===== src/rtl/bcd_pkg.sv =====
// Shared types and helpers for the BCD-to-binary converter.
package bcd_pkg;

    localparam int unsigned DigitWidth    = 4;
    localparam int unsigned DefaultDigits = 4;

    typedef enum logic [2:0] {
        StIdle  = 3'b001,
        StShift = 3'b010,
        StDone  = 3'b100
    } state_e;

    function automatic logic bcd_digit_valid(input logic [DigitWidth-1:0] digit);
        return digit <= 4'd9;
    endfunction

endpackage


===== src/rtl/bcd_sub3.sv =====
// Per-digit reverse double-dabble correction: digits of 8 or more drop by 3.
module bcd_sub3
    import bcd_pkg::*;
(
    input  logic [DigitWidth-1:0] digit,
    output logic [DigitWidth-1:0] adjusted
);

    assign adjusted = (digit >= 4'd8) ? digit - 4'd3 : digit;

endmodule


===== src/rtl/bcd_bin.sv =====
// Sequential packed-BCD to binary converter, one bit per cycle, start/done handshake.
module bcd_bin
    import bcd_pkg::*;
#(
    parameter int unsigned DIGITS    = DefaultDigits,
    parameter int unsigned CNT_WIDTH = 5
) (
    input  logic                         clk,
    input  logic                         rst_n,
    input  logic                         tran_en,
    input  logic [DIGITS*DigitWidth-1:0] bcd_in,
    output logic                         tran_done,
    output logic                         busy,
    output logic                         err,
    output logic [DIGITS*DigitWidth-1:0] data_out
);

    localparam int unsigned W = DIGITS * DigitWidth;

    state_e               state;
    logic [W-1:0]         bcd_reg;
    logic [W-1:0]         bin_reg;
    logic [CNT_WIDTH-1:0] cnt;
    logic [W-1:0]         bcd_shr;
    logic [W-1:0]         bcd_adj;
    logic [W-1:0]         bin_shr;
    logic                 in_valid;

    always_comb begin
        in_valid = 1'b1;
        for (int unsigned i = 0; i < DIGITS; i++) begin
            if (!bcd_digit_valid(bcd_in[i*DigitWidth +: DigitWidth])) begin
                in_valid = 1'b0;
            end
        end
    end

    // The {bcd_reg, bin_reg} pair shifts right as one 2W-bit register.
    assign bcd_shr = {1'b0, bcd_reg[W-1:1]};
    assign bin_shr = {bcd_reg[0], bin_reg[W-1:1]};

    for (genvar g = 0; g < DIGITS; g++) begin : g_adj
        bcd_sub3 u_sub3 (
            .digit    (bcd_shr[g*DigitWidth +: DigitWidth]),
            .adjusted (bcd_adj[g*DigitWidth +: DigitWidth])
        );
    end

    always_ff @(posedge clk or negedge rst_n) begin
        if (!rst_n) begin
            state     <= StIdle;
            bcd_reg   <= '0;
            bin_reg   <= '0;
            cnt       <= '0;
            data_out  <= '0;
            err       <= 1'b0;
            tran_done <= 1'b0;
            busy      <= 1'b0;
        end else begin
            unique case (state)
                StIdle: begin
                    if (tran_en) begin
                        busy <= 1'b1;
                        if (in_valid) begin
                            bcd_reg <= bcd_in;
                            bin_reg <= '0;
                            cnt     <= '0;
                            state   <= StShift;
                        end else begin
                            // Bad digit: report straight away, keep the old result.
                            err       <= 1'b1;
                            tran_done <= 1'b1;
                            state     <= StDone;
                        end
                    end
                end
                StShift: begin
                    bcd_reg <= bcd_adj;
                    bin_reg <= bin_shr;
                    cnt     <= cnt + 1'b1;
                    if (cnt == CNT_WIDTH'(W - 1)) begin
                        data_out  <= bin_shr;
                        err       <= 1'b0;
                        tran_done <= 1'b1;
                        state     <= StDone;
                    end
                end
                StDone: begin
                    tran_done <= 1'b0;
                    busy      <= 1'b0;
                    state     <= StIdle;
                end
                default: begin
                    tran_done <= 1'b0;
                    busy      <= 1'b0;
                    state     <= StIdle;
                end
            endcase
        end
    end

endmodule


===== config.mk =====
export PLATFORM = sky130hd
export DESIGN_NAME = bcd_bin
export DESIGN_NICKNAME = d
export VERILOG_FILES = /design/src/rtl/bcd_pkg.sv /design/src/rtl/bcd_sub3.sv /design/src/rtl/bcd_bin.sv
export SDC_FILE = /design/constraint.sdc
export NUM_CORES = 1
export LEC_CHECK = 0
export BUFFER_PORTS_ARGS = -buffer_cell sky130_fd_sc_hd__buf_2
export CAP_MARGIN = 20
export CORE_ASPECT_RATIO = 1.5
export CORE_MARGIN = 5
export CORE_UTILIZATION = 55
export DETAILED_ROUTE_END_ITERATION = 16
export PLACE_DENSITY = 0.77
export SYNTH_ARGS = -nofsm -noshare
export SYNTH_HDL_FRONTEND = slang
export SYNTH_SLANG_ARGS = --single-unit

===== constraint.sdc =====
create_clock -name clk -period 4.45 [get_ports clk]
set_input_delay 0.89 -clock clk [delete_from_list [all_inputs] [get_ports clk]]
set_output_delay 0.89 -clock clk [all_outputs]
set_load 0.02 [all_outputs]

==> flow_summary.yaml, run 1 <==
drt:
  vias: 1866
  first_iter_violations: 141
  drt_wl_total_um: 5264
  detail_route.first_pass.iterations: 4
  avgRoutedWirePerCell_um: 16.30
  vias_per_cell: 5.777
  count_of_unresolved_drc_violations_after_routing: 0
  postRouteAntennaNets: 0
clock_network:
  ctsLongestPathBuffers: 2
  tritoncts.num_buffers: 9
  clk-insertion-delay-late_ps: 330
  post_cts.resized_instances: 0
  cts_tree: "built"
  h-tree-depth: 3
  clk_transition_reported_paths_ps: 60
  clock-sinks: 58
  post_cts_setup_buffers: 0
  holdBufCountCts: 0
  clock_tree.root_cell: "sky130_fd_sc_hd__clkbuf_8"
cells_and_area:
  antenna_cells_inserted: 0
  fillerInstances: 397
  utilization_pct: 64.36
  register_area_mm2: 0.001453
  area_growth_pct: 14.19
  final-instance-count-excl-fill: 323
  layout.cell_area.non_filler_mm2: 0.003070
  drive_above_1_share_pct: 35.80
  final_net_count: 280
  multiInputGateArea_mm2: 0.001116
synthesis:
  post_synth_inst_count: 215
  postSynthNetCount: 242
  synth_seq_cells: 58
  synth_area_leaders: "sky130_fd_sc_hd__dfrtp_1, sky130_fd_sc_hd__mux2_2, sky130_fd_sc_hd__a22o_1"
  synth.cell_area_mm2: 0.002689
  largest_area_contributor_in_the_netlist: "sky130_fd_sc_hd__dfrtp_1"
  synth.yosys.seq_area_share_pct: 54.03
  syn_avg_cell_area_um2: 12.51
  synth_cell_types: 39
  netlist.area_leader.share_pct: 53.05
  synth_warnings: 0
worst_setup_path:
  cp_max_fo: 28
  critPathTopFamily: "compound AO/OA/AOI/OAI gates"
  cp_slowest_cell: "sky130_fd_sc_hd__and4_1"
  startpoint_type: "input pin"
  cp_num_buf_inv: 1
  critical_path_class: "in -> reg"
  cp-end-kind: "register"
  critical_path_required_ps: 4670
  critPathArrivalTime_ps: 2290
  path_cells: "buf_2 > o21ai_0 > and4_1 > a21oi_4 > a221o_2"
  timing.critical_path.slowest_cell_delay_ps: 390
placement:
  place_worst_setup_slack_ps: 2052
  dp.cells: 308
  port-buffer-count: 37
  gp_congestion: 0.8423
  post-dp-hpwl_um: 3440
  postPlaceCellArea_mm2: 0.002882
hold_path:
  hold_path.class: "reg -> reg"
sta:
  grt_setup_unrepaired: "false"
  final.hold.worst_slack_ps: 500.0
  timing.max_slew.rel_slack_pct: 51.00
  setup_tns_final_ps: 0
  worst_clock_skew_ps: 7.255
  final-hold-violation-count: 0
  final-max-slew-violation-count: 0
  final_min_period_over_clock_period_pct: 46.70
  fin_ws_ps: 2372
  period_minus_slack_ps: 2078
  timing_worst_slew_pin_value_ps: 733.4
  maximum_achievable_frequency_mhz: 481.2
  setup_viol_count_final: 0
power_and_ir_drop:
  cellLeakagePower_nw: 1.522
  power-per-cell-area_mw_per_mm2: 514.4
  vdd_ir_drop_max_mv: 0.2962
  design_power_total_mw: 1.580
floorplanning:
  io_pins: 38
  core_mm2: 0.004771
  die_area_mm2: 0.006416
  die_width_um: 67.09
  floorplan.rows: 31
  die_height_um: 95.64
  initial_core_util_pct: 56.36
global_route:
  grt_start_max_net_pins: 59
  grt_pass1_vias: 1940
  grtUsageTotal_pct: 18.87
  globalRoute.totalOverflow: 0
  initial_antenna_violation_count: 0
  first_pass_grt_wire_length_um: 8963
job:
  max-cap-violations: 0
run_status:
  outcome: "finished, final reports clean"
==> path summary, 6_finish.rpt <==
path | start | slack (ps) | to | cells past startpoint
min reg2reg | data_out[15] | 500 | data_out[15] | 1
max reg2reg | state[2] | 2540 | bcd_reg[12] | 4
max in group asynchronous | rst_n | 3290 | data_out[15] | 2
max | bcd_in[1] | 2370 | bcd_reg[1] | 5
min in group asynchronous | rst_n | 690 | bcd_reg[10] | 2
min | data_out[15] | 500 | data_out[15] | 1
==> cell type report <==
cell class                 instances  area share, %
clock inverter                     2         0.3260
sequential                        58          47.31
timing repair buffer              39          6.520
tap                               66          2.689
multi-input combinational        137          36.35
clock buffer                      13          5.827
inverter                           8         0.9780
==> logic make-up (layout without fill, tap and decap cells) <==
family                     Yosys count  count (layout)  synth area share (%)
and+or+nand+nor                     42              42                 9.074
DFF                                 58              58                 54.03
adders and majority gates            8               8                 3.723
xor gates and xnor gates             7               7                 2.280
muxes                               20              20                 8.236
AOI/OAI and AO/OA                   60              60                 18.01
buffers and inverters               20              62                 4.653
==> Yosys cell counts <==
library cell                instances
sky130_fd_sc_hd__a211oi_1           2
sky130_fd_sc_hd__a221o_2           12
sky130_fd_sc_hd__nand2_4            1
sky130_fd_sc_hd__a221oi_1           1
sky130_fd_sc_hd__o22ai_1            3
sky130_fd_sc_hd__a31oi_1            3
sky130_fd_sc_hd__nor2_1            16
sky130_fd_sc_hd__or3b_1             1
sky130_fd_sc_hd__or3_1              1
sky130_fd_sc_hd__dfstp_2            1
sky130_fd_sc_hd__nor3b_1            2
sky130_fd_sc_hd__a21oi_1            9
sky130_fd_sc_hd__dfrtp_1           57
sky130_fd_sc_hd__o211ai_1           1
sky130_fd_sc_hd__buf_2              4
sky130_fd_sc_hd__nand3_1            2
sky130_fd_sc_hd__and2b_2            1
sky130_fd_sc_hd__buf_6              6
sky130_fd_sc_hd__ha_1               8
sky130_fd_sc_hd__a21oi_4            1
sky130_fd_sc_hd__nor2b_1            4
sky130_fd_sc_hd__mux2i_1            3
sky130_fd_sc_hd__mux2_2            17
sky130_fd_sc_hd__nand2b_4           1
sky130_fd_sc_hd__nor2_4             1
sky130_fd_sc_hd__nand4_1            1
sky130_fd_sc_hd__inv_1              8
sky130_fd_sc_hd__o21ai_0            7
sky130_fd_sc_hd__and3_1             1
sky130_fd_sc_hd__xnor2_1            7
sky130_fd_sc_hd__o32ai_1            2
sky130_fd_sc_hd__nand2_1            6
sky130_fd_sc_hd__nor3_4             1
sky130_fd_sc_hd__and4_1             1
sky130_fd_sc_hd__o2bb2ai_1          1
sky130_fd_sc_hd__clkbuf_1           2
sky130_fd_sc_hd__or3b_2             1
sky130_fd_sc_hd__a22o_1            18
sky130_fd_sc_hd__nor3_1             1
==> per-layer routing <==
metal	vias to the layer above	routed length [µm]	GRT usage [%]
li1	864	-	-
met1	926	2242	24.75
met2	62	2576	26.99
met3	14	301	5.071
met4	0	144	12.69
met5	-	0	0
==> worst reg2reg max path, stage by stage (launching register included) <==
cell                      delay [ps]
sky130_fd_sc_hd__dfrtp_1         480
sky130_fd_sc_hd__or3b_1          670
sky130_fd_sc_hd__o22ai_1         270
sky130_fd_sc_hd__a21oi_1          70
sky130_fd_sc_hd__a221o_2         300
==> where the power goes <==
part / internal, mW / switching (mW)
combinational: 0.194 / 0.174
clock: 0.258 / 0.194
sequential: 0.631 / 0.129
total: 1.08 / 0.496
==> placed cells by master (no fill, tap or decap), types with 2 or more instances in the layout <==
cell / synthesis / final
sky130_fd_sc_hd__buf_2: 4 / 37
sky130_fd_sc_hd__o32ai_1: 2 / 2
sky130_fd_sc_hd__o21ai_0: 7 / 7
sky130_fd_sc_hd__nand3_1: 2 / 2
sky130_fd_sc_hd__a21oi_1: 9 / 9
sky130_fd_sc_hd__inv_1: 8 / 8
sky130_fd_sc_hd__a221o_2: 12 / 12
sky130_fd_sc_hd__buf_4: 0 / 2
sky130_fd_sc_hd__mux2_2: 17 / 17
sky130_fd_sc_hd__dfrtp_1: 57 / 57
sky130_fd_sc_hd__clkbuf_8: 0 / 13
sky130_fd_sc_hd__a211oi_1: 2 / 2
sky130_fd_sc_hd__xnor2_1: 7 / 7
sky130_fd_sc_hd__nand2_1: 6 / 6
sky130_fd_sc_hd__a31oi_1: 3 / 3
sky130_fd_sc_hd__mux2i_1: 3 / 3
sky130_fd_sc_hd__nor2b_1: 4 / 4
sky130_fd_sc_hd__clkinv_2: 0 / 2
sky130_fd_sc_hd__ha_1: 8 / 8
sky130_fd_sc_hd__o22ai_1: 3 / 3
sky130_fd_sc_hd__nor2_1: 16 / 16
sky130_fd_sc_hd__a22o_1: 18 / 18
Note: power is estimated with default switching activity, not from simulation.
==> inputs of run 2 (changes only) <==
--- a/config.mk
+++ b/config.mk
@@ -5,6 +5,7 @@
 export SDC_FILE = /design/constraint.sdc
 export NUM_CORES = 1
 export LEC_CHECK = 0
+export ABC_AREA = 1
 export BUFFER_PORTS_ARGS = -buffer_cell sky130_fd_sc_hd__buf_2
 export CAP_MARGIN = 20
 export CORE_ASPECT_RATIO = 1.5
==> constraint.sdc (replaced) <==
create_clock -name clk -period 2 [get_ports clk]
set_input_delay 0.4 -clock clk [delete_from_list [all_inputs] [get_ports clk]]
set_output_delay 0.4 -clock clk [all_outputs]
set_load 0.02 [all_outputs]
==> run 2 against run 1 <==
- hold slack worse by 450 ps
- via count up 29%
- global-route usage up 0.31 points
- critical path type is now reg -> reg
==> flow_summary.yaml, run 2 <==
run_status:
  outcome: "finished, final reports clean"
synthesis:
  synth.yosys.seq_area_share_pct: 50.61
  post-synth-top-count-cell: "sky130_fd_sc_hd__nand2_1"
  syn_avg_cell_area_um2: 7.634
  netlist.area_leader.share_pct: 49.69
  synth_enable_flop_cells: 0
  synth.top_cells.by_count: "sky130_fd_sc_hd__nand2_1, sky130_fd_sc_hd__dfrtp_1, sky130_fd_sc_hd__inv_1, sky130_fd_sc_hd__nand3_1, sky130_fd_sc_hd__o21ai_0"
  post_synth_inst_count: 376
  synth_flop_cell: "sky130_fd_sc_hd__dfrtp_1"
  synth.cell_area_mm2: 0.002870
  largest_area_contributor_in_the_netlist: "sky130_fd_sc_hd__dfrtp_1"
  synth_area_leaders: "sky130_fd_sc_hd__dfrtp_1, sky130_fd_sc_hd__nand2_1, sky130_fd_sc_hd__nand3_1"
  synth_seq_cells: 58
  postSynthNetCount: 403
  synth_cell_types: 22
  synthArstFlopShare_pct: 100.0
  synth_warnings: 0
clock_network:
  cts_tree: "built"
  clk-insertion-delay-late_ps: 340
  clk_transition_reported_paths_ps: 70
  holdBufCountCts: 0
  tritoncts.num_buffers: 9
  clock-sinks: 58
  post_cts.resized_instances: 0
  clock_tree.root_cell: "sky130_fd_sc_hd__clkbuf_8"
  h-tree-depth: 3
  post_cts_setup_buffers: 0
  ctsLongestPathBuffers: 2
cells_and_area:
  final-instance-count-excl-fill: 489
  fillerInstances: 487
  mostFrequentLayoutCell: "sky130_fd_sc_hd__nand2_1"
  area_growth_pct: 14.39
  drive_above_1_share_pct: 16.86
  utilization_pct: 64.06
  antenna_cells_inserted: 0
  most_frequent_cells_in_the_layout: "sky130_fd_sc_hd__nand2_1, sky130_fd_sc_hd__dfrtp_1, sky130_fd_sc_hd__buf_2"
  final_net_count: 443
worst_setup_path:
  startpoint_type: "register"
  critPathArrivalTime_ps: 1990
  worst_reg2reg_path_depth: 9
  cp_num_buf_inv: 2
  timing.critical_path.slowest_cell_delay_ps: 410
  cp_slowest_cell: "sky130_fd_sc_hd__dfrtp_1"
  worst_setup_path_startpoint: "cnt[0]"
  critical_path_required_ps: 2220
  critical_path_class: "reg -> reg"
  cp-end-kind: "register"
  critPathTopFamily: "simple AND/OR/NAND/NOR gates"
  critical_path_depth: 9
  rr_startpoint: "cnt[0]"
  path_cells: "ha_1 > nand2_1 > nor2_1 > ha_1 > inv_1 > nor2_4 > inv_2 > nand2_1 > o21ai_0"
  cp_max_fo: 17
sta:
  period_minus_slack_ps: 1768
  final_min_period_over_clock_period_pct: 88.41
  maximum_achievable_frequency_mhz: 565.6
  grt_setup_unrepaired: "false"
  timing.max_slew.rel_slack_pct: 75.35
  timing_worst_slew_pin_value_ps: 365.9
  setup_tns_final_ps: 0
  final-max-slew-violation-count: 0
  final-hold-violation-count: 0
  worst_clock_skew_ps: 5.147
  setup_viol_count_final: 0
drt:
  count_of_unresolved_drc_violations_after_routing: 0
  first_iter_violations: 140
  vias_per_cell: 4.910
  avgRoutedWirePerCell_um: 11.47
  vias: 2401
  detail_route.first_pass.iterations: 4
  drt_wl_total_um: 5610
  postRouteAntennaNets: 0
floorplanning:
  io_pins: 38
  initial_core_util_pct: 56.01
  core_mm2: 0.005125
  floorplan.rows: 32
  die_area_mm2: 0.006793
  die_width_um: 68.99
  die_height_um: 98.48
global_route:
  grtUsageTotal_pct: 19.18
  globalRoute.totalOverflow: 0
  initial_antenna_violation_count: 0
  first_pass_grt_wire_length_um: 9922
  grt_start_max_net_pins: 59
  grt_pass1_vias: 2310
placement:
  port-buffer-count: 37
  post-dp-hpwl_um: 3948
  gp_congestion: 0.7934
  dp.cells: 473
hold_path:
  hold_path.class: "in -> async"
power_and_ir_drop:
  vdd_ir_drop_max_mv: 0.7469
  power-per-cell-area_mw_per_mm2: 1134
  cellLeakagePower_nw: 1.943
job:
  max-cap-violations: 0
-- run 2: area by class of cell --
cell class,instances,area [µm²],area share (%)
Clock inverter,5,30.03,0.9146
Timing Repair Buffer,42,235.2,7.165
Inverter,30,115.1,3.506
Multi-Input combinational cell,275,1224,37.27
Clock buffer,11,141.4,4.306
Sequential cell,58,1453,44.25
Tap cell,68,85.08,2.591
-- run 2: logic make-up after synthesis --
family                   after synthesis  share of synthesized area (%)
AND/OR/NAND/NOR                      247                          35.27
flip-flops                            58                          50.61
buffers and inverters                 43                          6.757
AO/OA/AOI/OAI                         17                          2.964
adder cells (fa/ha/maj)                8                          3.487
XOR/XNOR                               3                         0.9156
-- run 2: worst paths after layout --
| check | to | slack [ps] |
|---|---|---|
| setup / recovery | err | 230 |
| hold / removal | data_out[0] | 50 |
| setup reg to reg | err | 230 |
| hold reg to reg | data_out[14] | 470 |
| max in group asynchronous | state[0] | 1640 |
| min in group clk | bcd_reg[15] | 350 |
-- run 2: metal layers --
metal | part of all wire, % | vias to the layer above | GRT usage, %
met4 | 1.9 | 0 | 7.658
li1 | - | 1228 | -
met5 | 0 | - | 0
met3 | 5.3 | 14 | 4.561
met2 | 50 | 56 | 31.91
met1 | 43 | 1103 | 23.29
-- run 2: stage by stage --
step,power (mW),hold WS (ps),setup WS (ps),area (µm²)
2_1_floorplan,2.609,104.4,419.6,2870
3_3_place_gp,2.791,424.7,313.5,3112
3_5_place_dp,2.828,425.8,222.0,3112
4_1_cts,3.770,53.21,209.8,3283
5_1_grt,4.051,68.79,16.14,3283
6_report,3.724,46.24,231.9,3283
-- run 2: report_power, final --
group / leakage (nW) / internal (mW) / switching [mW] / total, mW
clock: 0.0851 / 0.476 / 0.458 / 0.934
sequential: 0.773 / 1.40 / 0.211 / 1.61
combinational: 1.08 / 0.399 / 0.780 / 1.18
==> inputs of run 3 (changes only) <==
==> constraint.sdc (replaced) <==
create_clock -name clk -period 2.3 [get_ports clk]
set_input_delay 0.46 -clock clk [delete_from_list [all_inputs] [get_ports clk]]
set_output_delay 0.46 -clock clk [all_outputs]
set_load 0.02 [all_outputs]
==> run 3 against run 2 <==
- sequential power fell by 13%
- maximum frequency rose by 7.2%
- final cell count fell by 0.20%
- largest cell class unchanged
- die area did not move
- critical path depth fell by 1
- register-to-register slack improved by 420 ps
- routed wire length rose by 0.96%
- hold slack improved by 94 ps
- power fell by 7.0%
- clock power rose by 10%
==> flow_summary.yaml, run 3 (synthesis gave the netlist of run 2 again) <==
run_status:
  outcome: "finished, final reports clean"
sta:
  period_minus_slack_ps: 1649
  timing.max_slew.rel_slack_pct: 58.56
  maximum_achievable_frequency_mhz: 606.3
  final_min_period_over_clock_period_pct: 71.72
  final-max-slew-violation-count: 0
  final-hold-violation-count: 0
  grt_setup_unrepaired: "false"
  setup_tns_final_ps: 0
  timing_worst_slew_pin_value_ps: 621.6
  setup_viol_count_final: 0
  final.hold.worst_slack_ps: 139.9
  worst_clock_skew_ps: 7.030
placement:
  post-dp-hpwl_um: 4004
  postPlaceCellArea_mm2: 0.003104
  port-buffer-count: 37
  dp.cells: 472
  gp_congestion: 0.8066
cells_and_area:
  most_frequent_cells_in_the_layout: "sky130_fd_sc_hd__nand2_1, sky130_fd_sc_hd__dfrtp_1, sky130_fd_sc_hd__buf_2"
  drive_above_1_share_pct: 16.67
  layout.cell_area.non_filler_mm2: 0.003323
  mostFrequentLayoutCell: "sky130_fd_sc_hd__nand2_1"
  final-instance-count-excl-fill: 488
  antenna_cells_inserted: 0
  area_growth_pct: 15.78
  final_net_count: 442
drt:
  count_of_unresolved_drc_violations_after_routing: 0
  detail_route.first_pass.iterations: 4
  first_iter_violations: 189
  avgRoutedWirePerCell_um: 11.61
  vias: 2380
  vias_per_cell: 4.877
  drt_wl_total_um: 5664
  postRouteAntennaNets: 0
floorplanning:
  io_pins: 38
  floorplan.rows: 32
  die_area_mm2: 0.006793
  die_width_um: 68.99
  initial_core_util_pct: 56.01
  die_height_um: 98.48
  core_mm2: 0.005125
clock_network:
  clock_tree.root_cell: "sky130_fd_sc_hd__clkbuf_8"
  holdBufCountCts: 0
  clk_transition_reported_paths_ps: 60
  tritoncts.num_buffers: 9
  h-tree-depth: 3
  cts_tree: "built"
  clk-insertion-delay-late_ps: 330
  post_cts_setup_buffers: 0
  post_cts.resized_instances: 0
  ctsLongestPathBuffers: 2
  clock-sinks: 58
power_and_ir_drop:
  power.share.sequential_pct: 40.5
  vdd_ir_drop_max_mv: 0.9243
  power.switching_fraction_pct: 36.56
  pwr-share-comb_pct: 29.8
  intPower_mw: 2.197
  power-per-cell-area_mw_per_mm2: 1042
  cellLeakagePower_nw: 1.963
  p_sw_mw: 1.266
  clockPowerShare_pct: 29.8
worst_setup_path:
  critical_path_class: "reg -> reg"
  cp_max_fo: 36
  startpoint_type: "register"
  worst_reg2reg_path_depth: 8
  cp-end-kind: "register"
  critPathArrivalTime_ps: 1870
  critical_path_required_ps: 2520
global_route:
  grt_start_max_net_pins: 37
  grtUsageTotal_pct: 19.56
  initial_antenna_violation_count: 0
  globalRoute.totalOverflow: 0
  grt_pass1_vias: 2443
  first_pass_grt_wire_length_um: 10150
job:
  max-cap-violations: 0
hold_path:
  hold_path.class: "in -> async"
run 3: cell count changes in the layout (fill, tap and decap cells not counted):
cell,previous run,this run
sky130_fd_sc_hd__buf_4,4,3
sky130_fd_sc_hd__clkinvlp_4,2,1
sky130_fd_sc_hd__clkinv_2,3,2
sky130_fd_sc_hd__bufinv_16,0,2
run 3: cell type report:
cell class,count,area [µm²]
clock inverters,5,77.57
repair buffers,41,227.7
flip-flops and latches,58,1453
multi-input cells,275,1224
well taps,68,85.08
fillers,481,1802
inverters,30,115.1
clock buffers,11,141.4
run 3: worst max-delay path: stages (launching register included):
cell and delay [ps]:
sky130_fd_sc_hd__dfstp_2 360, sky130_fd_sc_hd__inv_1 100, sky130_fd_sc_hd__nand3_4 250, sky130_fd_sc_hd__nand2_1 210, sky130_fd_sc_hd__nand2_2 100, sky130_fd_sc_hd__inv_4 180
sky130_fd_sc_hd__nand2_8 180, sky130_fd_sc_hd__nand2_1 110, sky130_fd_sc_hd__nand2_1 50
run 3: per-stage QoR:
| stage | util (%) | total power [mW] | setup slack (ps) |
|---|---|---|---|
| finish | 64.84 | 3.463 | 650.5 |
| global route | 64.84 | 3.737 | 429.1 |
| CTS | 64.84 | 3.502 | 627.3 |
| detailed placement | 60.57 | 2.454 | 652.3 |
| global placement | 60.57 | 2.422 | 684.4 |
| floorplan | - | 2.269 | 719.6 |
run 3: power by group through the flow:
stage	clock (mW)	combinational [mW]	sequential, mW
2_1_floorplan	0	0.894	1.38
3_3_place_gp	0	1.01	1.41
3_5_place_dp	0	1.04	1.42
4_1_cts	1.05	1.05	1.40
5_1_grt	1.10	1.21	1.43
6_report	1.03	1.03	1.40
run 3: worst paths after layout:
| path | start | endpoint | slack, ps |
|---|---|---|---|
| hold / removal | rst_n | data_out[12] | 140 |
| min in group clk | bcd_in[15] | bcd_reg[15] | 400 |
| max in group asynchronous | rst_n | state[0] | 1490 |
| setup / recovery | state[0] | bin_reg[4] | 650 |
| hold reg to reg | data_out[0] | data_out[0] | 460 |
| setup reg to reg | state[0] | bin_reg[4] | 650 |
run 3: layer usage:
layer / wire, µm / up-vias / part of all wire (%) / GRT usage, %
met5: 0 / - / 0 / 0
met4: 119 / 0 / 2.1 / 9.159
met3: 297 / 13 / 5.2 / 5.017
met2: 2854 / 56 / 50 / 33.01
met1: 2393 / 1092 / 42 / 22.36
li1: - / 1219 / - / -
